--- src/rtl/nibble_unswap_rx_if.sv ---
// Stream bundle for nibble_unswap_rx: nibble-serial input side and the
// valid/ready byte output side.
interface nibble_unswap_rx_if;
    logic       nib_valid;
    logic [3:0] nib_data;
    logic       nib_sof;
    logic       nib_ready;
    logic       byte_valid;
    logic [7:0] byte_data;
    logic       byte_ready;

    modport slave (
        input  nib_valid, nib_data, nib_sof, byte_ready,
        output nib_ready, byte_valid, byte_data
    );

    modport master (
        output nib_valid, nib_data, nib_sof, byte_ready,
        input  nib_ready, byte_valid, byte_data
    );
endinterface

--- src/rtl/nibble_unswap_rx.sv ---
// Reassembles nibble-swapped bytes from a nibble stream into a byte FIFO.
// Define NIBBLE_RX_STATS_EN to build the saturating framing-error counter.
module nibble_unswap_rx #(
    parameter int FIFO_DEPTH = 4
) (
    input  logic                         clk,
    input  logic                         rst,
    nibble_unswap_rx_if.slave            bus,
    output logic [$clog2(FIFO_DEPTH):0]  fifo_level,
    output logic                         sync_err,
    output logic [7:0]                   err_cnt
);
    localparam int          AW      = $clog2(FIFO_DEPTH);
    localparam logic [AW:0] DEPTH_L = (AW+1)'(FIFO_DEPTH);

    localparam logic [0:0] EXPECT_FIRST  = 1'b0;
    localparam logic [0:0] EXPECT_SECOND = 1'b1;

    logic [0:0]    phase_q, phase_d;
    logic [3:0]    hold_q, hold_d;
    logic [AW-1:0] wr_ptr_q, wr_ptr_d;
    logic [AW-1:0] rd_ptr_q, rd_ptr_d;
    logic [AW:0]   count_q, count_d;
    logic [7:0]    mem_q [FIFO_DEPTH];
    logic [7:0]    mem_d [FIFO_DEPTH];
    logic          sync_err_q, sync_err_d;

    logic full, xfer, push, pop, frame_err;

    always_comb begin
        full      = (count_q == DEPTH_L);
        xfer      = bus.nib_valid && !full;
        pop       = (count_q != '0) && bus.byte_ready;
        push      = 1'b0;
        frame_err = 1'b0;
        phase_d   = phase_q;
        hold_d    = hold_q;

        // A sof nibble always restarts a byte; a stray second nibble is dropped.
        if (xfer) begin
            if (phase_q == EXPECT_FIRST) begin
                if (bus.nib_sof) begin
                    hold_d  = bus.nib_data;
                    phase_d = EXPECT_SECOND;
                end else begin
                    frame_err = 1'b1;
                end
            end else begin
                if (bus.nib_sof) begin
                    hold_d    = bus.nib_data;
                    frame_err = 1'b1;
                end else begin
                    push    = 1'b1;
                    phase_d = EXPECT_FIRST;
                end
            end
        end

        mem_d = mem_q;
        if (push) begin
            mem_d[wr_ptr_q] = {bus.nib_data, hold_q};
        end
        wr_ptr_d   = push ? wr_ptr_q + AW'(1) : wr_ptr_q;
        rd_ptr_d   = pop  ? rd_ptr_q + AW'(1) : rd_ptr_q;
        count_d    = count_q + (AW+1)'(push) - (AW+1)'(pop);
        sync_err_d = frame_err;
    end

    always_ff @(posedge clk or posedge rst) begin
        if (rst) begin
            phase_q    <= EXPECT_FIRST;
            hold_q     <= '0;
            wr_ptr_q   <= '0;
            rd_ptr_q   <= '0;
            count_q    <= '0;
            sync_err_q <= 1'b0;
            for (int i = 0; i < FIFO_DEPTH; i++) begin
                mem_q[i] <= '0;
            end
        end else begin
            phase_q    <= phase_d;
            hold_q     <= hold_d;
            wr_ptr_q   <= wr_ptr_d;
            rd_ptr_q   <= rd_ptr_d;
            count_q    <= count_d;
            sync_err_q <= sync_err_d;
            mem_q      <= mem_d;
        end
    end

`ifdef NIBBLE_RX_STATS_EN
    logic [7:0] err_cnt_q, err_cnt_d;

    always_comb begin
        err_cnt_d = err_cnt_q;
        if (frame_err && (err_cnt_q != 8'hFF)) begin
            err_cnt_d = err_cnt_q + 8'd1;
        end
    end

    always_ff @(posedge clk or posedge rst) begin
        if (rst) begin
            err_cnt_q <= '0;
        end else begin
            err_cnt_q <= err_cnt_d;
        end
    end

    assign err_cnt = err_cnt_q;
`else
    assign err_cnt = 8'h00;
`endif

    assign bus.nib_ready  = !full;
    assign bus.byte_valid = (count_q != '0);
    assign bus.byte_data  = mem_q[rd_ptr_q];
    assign fifo_level     = count_q;
    assign sync_err       = sync_err_q;
endmodule

--- src/flat_wrapper.sv ---
// flat-port wrapper written by rule: the top's interface ports become plain ports
module nibble_unswap_rx_flat 
#(
    parameter int FIFO_DEPTH = 4
)
  (clk, rst, fifo_level, sync_err, err_cnt, bus_nib_valid, bus_nib_data, bus_nib_sof, bus_byte_ready, bus_nib_ready, bus_byte_valid, bus_byte_data);
  nibble_unswap_rx_if bus_i ();
  input  logic clk;
  input  logic rst;
  output logic [$clog2(FIFO_DEPTH):0] fifo_level;
  output logic sync_err;
  output logic [7:0] err_cnt;
  input wire logic [$bits(bus_i.nib_valid)-1:0] bus_nib_valid;
  input wire logic [$bits(bus_i.nib_data)-1:0] bus_nib_data;
  input wire logic [$bits(bus_i.nib_sof)-1:0] bus_nib_sof;
  input wire logic [$bits(bus_i.byte_ready)-1:0] bus_byte_ready;
  output wire logic [$bits(bus_i.nib_ready)-1:0] bus_nib_ready;
  output wire logic [$bits(bus_i.byte_valid)-1:0] bus_byte_valid;
  output wire logic [$bits(bus_i.byte_data)-1:0] bus_byte_data;
  assign bus_i.nib_valid = bus_nib_valid;
  assign bus_i.nib_data = bus_nib_data;
  assign bus_i.nib_sof = bus_nib_sof;
  assign bus_i.byte_ready = bus_byte_ready;
  assign bus_nib_ready = bus_i.nib_ready;
  assign bus_byte_valid = bus_i.byte_valid;
  assign bus_byte_data = bus_i.byte_data;
  nibble_unswap_rx #(.FIFO_DEPTH(FIFO_DEPTH)) u_core (.clk(clk), .rst(rst), .bus(bus_i), .fifo_level(fifo_level), .sync_err(sync_err), .err_cnt(err_cnt));
endmodule
--- config.mk ---
export PLATFORM = sky130hd
export DESIGN_NAME = nibble_unswap_rx_flat
export DESIGN_NICKNAME = d
export VERILOG_FILES = /design/src/rtl/nibble_unswap_rx_if.sv /design/src/rtl/nibble_unswap_rx.sv /design/src/flat_wrapper.sv
export SDC_FILE = /design/constraint.sdc
export NUM_CORES = 1
export LEC_CHECK = 0
export CAP_MARGIN = 20
export CELL_PAD_IN_SITES_DETAIL_PLACEMENT = 0
export CELL_PAD_IN_SITES_GLOBAL_PLACEMENT = 1
export CORE_ASPECT_RATIO = 1.25
export CORE_MARGIN = 2
export CORE_UTILIZATION = 35
export DETAILED_ROUTE_END_ITERATION = 16
export GPL_TIMING_DRIVEN = 0
export PLACE_DENSITY = 0.64
export SLEW_MARGIN = 20
export SYNTH_ARGS = -nofsm -noshare
export SYNTH_HDL_FRONTEND = slang
export SYNTH_SLANG_ARGS = --single-unit
--- constraint.sdc ---
create_clock -name clk -period 4.5 [get_ports clk]
set_input_delay 1.125 -clock clk [delete_from_list [all_inputs] [get_ports clk]]
set_output_delay 1.125 -clock clk [all_outputs]
set_load 0.01 [all_outputs]
==> results of run 1 <==
how the worst min path moves through the flow:
stage | cells after the start | slack, ns | from | endpoint
after detailed placement | 1 | 0.48 | u_core.phase_q | u_core.phase_q
after floorplan | 1 | 0.46 | u_core.phase_q | u_core.phase_q
final | 1 | 0.50 | u_core.phase_q | u_core.phase_q
after CTS | 1 | 0.50 | u_core.phase_q | u_core.phase_q
after global routing | 1 | 0.52 | u_core.mem_q[3] | u_core.mem_q[3]
after global placement | 1 | 0.47 | u_core.phase_q | u_core.phase_q
cell type report:
| class | count | share of cell area |
|---|---|---|
| clock buffers | 5 | 0.0264 |
| multi-input cells | 84 | 0.351 |
| flip-flops and latches | 45 | 0.432 |
| well taps | 82 | 0.0394 |
| repair buffers | 23 | 0.0922 |
| inverters | 9 | 0.0139 |
| clock inverters | 2 | 0.0134 |
| plain buffers | 11 | 0.0312 |
synthesized netlist by cell type (all sizes together):
cell type and count:
o31a 1, ha 7, o22ai 1, nand3 4
fa 1, nand2 3, nor2 4, mux2 36
inv 9, a21o 1, and3 3, conb 1
nor3b 1, mux4 8, buf 11, dfrtp 45
xnor2 4, xor2 1, or3 1
power breakdown:
part	leakage [µW]	internal [µW]	switching (µW)
logic	0.000563	471	285
registers	0.000558	593	118
clock network	0.0000540	161	131
total	0.00118	1230	534
registers in the layout, summed over array words and instances (netlist names):
signal	count
u_core.mem_q	32
u_core.rd_ptr_q	2
u_core.phase_q	1
u_core.sync_err	1
u_core.fifo_level	3
u_core.hold_q	4
u_core.wr_ptr_q	2
worst reg2reg max path, stage by stage, from the launching register on:
cell	delay, ns
dfrtp_1	0.48
o31a_2	0.40
ha_1	0.28
inv_1	0.05
ha_1	0.13
inv_1	0.05
fa_1	0.37
xnor2_1	0.19
xnor2_1	0.14
logic make-up after synthesis:
group                      after synthesis  synth area share
adders and majority gates                8            0.0504
other                                    1           0.00176
xor gates and xnor gates                 5            0.0205
buffers and inverters                   20            0.0551
muxes                                   44             0.282
and+or+nand+nor                         16            0.0510
DFF                                     45             0.528
AOI/OAI and AO/OA                        3            0.0117
metal layers:
metal | routed length [µm] | up-vias
met3 | 137 | 5
met2 | 2120 | 22
li1 | - | 554
met5 | 0 | -
met1 | 1690 | 621
met4 | 43 | 0
per-stage QoR:
stage,setup slack [ns],utilization
after floorplan,1.97,-
after global placement,1.44,0.424
after detailed placement,1.31,0.427
after CTS,1.36,0.445
after global routing,1.33,0.445
final,1.40,0.445
==> out/qor.txt, run 1 <==
Hold Slack: 0.498 ns
largest net degree at the start of global routing: 30
Global Route met1 Usage: 0.160
Rows: 31
FF/Latch Area: 0.00113 mm²
r2r worst-path depth: 8
initial antenna violation count: 0
Syn Inst Count: 142
Lkg Pwr: 0.00118 µW
Total Wirelength: 3990 µm
height of the die: 91.3 µm
die area: 0.00674 mm²
f_max: 323 MHz
RSZ-0062 raised after global routing: no
final hold vios: 0
Worst Setup EP: bus_byte_data[5]
Setup Skew: 0.00572 ns
register bit total from synthesis: 45
share of layout cells above drive strength 1: 0.425
Final Max Tran Viols: 0
sequential-to-total area share from yosys stat: 0.528
crit path DAT: 1.97 ns
setup bufs post-CTS: 0
Unique masters post-synth: 24
max cap viols: 0
grt total ovfl: 0
CTS Hold Buffers Added: 0
Via density: 4.61
1st-iter DRT viols: 39
layout overhead on the synthesized area: 22.2%
Mapped Area: 0.00213 mm²
first-pass GRT wire length: 6680 µm
Num CTS Buffers: 5
clk_lat worst skew: 0.29 ns
crit-path max cell delay: 0.56 ns
GRT Overall Usage: 0.133
CTS clk-pin slew, worst paths: 0.08 ns
Critical Path Start: u_core.rd_ptr_q[1]
Reg2Reg Launch Point: u_core.fifo_level[1]
Placed Area: 0.00250 mm²
Layout Nets: 196
Final setup viols: 0
synth top area cells: dfrtp_1 53%, mux2_2 17%, mux4_2 8.4%, ha_1 4.1%, buf_4 2.8%
maximum clock insertion buffer count: 2
crit path kind: reg -> out
CP max FO: 9
commonest non-fill, non-tap cell in the layout: dfrtp_1
Crit. path cell count: 3
placeable core area: 0.00586 mm²
antenna-violating nets left: 0
outcome: completed
CTS H-tree depth: 2
drt wl/cell: 15.3 µm
grt met2 use: 0.233
synth warn: 0
Remaining DRCs: 0
Worst Path Buf+Inv: 2
post_cts resized: 0
number of global-route vias before repair: 1314
vias post-DR: 1202
r2r setup slk: 2.34 ns
Placer Congestion: 0.687
critical-path cell list: buf_2, mux4_2, clkdlybuf4s50_1
# port buffers: 22
routing usage on met3: 0.0333
Critical Path Slowest Stage Cell: mux4_2
clock tree from TritonCTS: built
clock sinks: 45
Worst Hold Class: reg -> reg
fin cells: 261
Die X: 73.8 µm
CP delay by family, top: buffers and inverters
Root Buffer: clkbuf_8
peak supply drop: 0.371 mV
Min Clock Period, post-route: 3.10 ns
average cell area after synthesis: 15.0 µm²
IO Pins: 31
crit start category: register
Worst Tran Pin Value: 0.575 ns
Worst Path Required: 3.38 ns
area share of the largest cell type after synthesis: 0.528
dpl cells: 254
largest area contributor in the netlist: dfrtp_1
final setup TNS: 0 ns
r2r endpoint: u_core.fifo_level[2]
pwr dens: 675 mW/mm²
fin area: 0.00261 mm²
post-detail-place hpwl: 2810 µm
Antenna Diode Count: 0
Layout fillers: 531
global routing's busiest layer: met2
Initial Utilization: 0.364
leading cell types in the layout, fill and taps excluded: 45 x dfrtp_1, 32 x mux2_2, 22 x clkdlybuf4s50_1
Tcrit/Tclk final: 0.688
Relative slew margins: 0.616
area of the multi-input gates: 916 µm²
total power: 1760 µW
crit path capture type: output pin
Initial DRT Pass Iterations: 4
No activity file was read; power rests on OpenSTA's default activity.
==> run 2, diff against run 1 <==
Clock period 4.5 ns to 3 ns, I/O delays scaled along.
==> results of run 2 <==
The final DEF is identical to that of run 1. Status: completed.
Main changes from that run: setup slack after placement 1.31 ns -> 0.180 ns; setup slack after layout 1.40 ns -> 0.278 ns; register-to-register setup slack 2.34 ns -> 0.84 ns; total power 1760 µW -> 2640 µW; worst IR drop on VDD 0.371 mV -> 0.557 mV
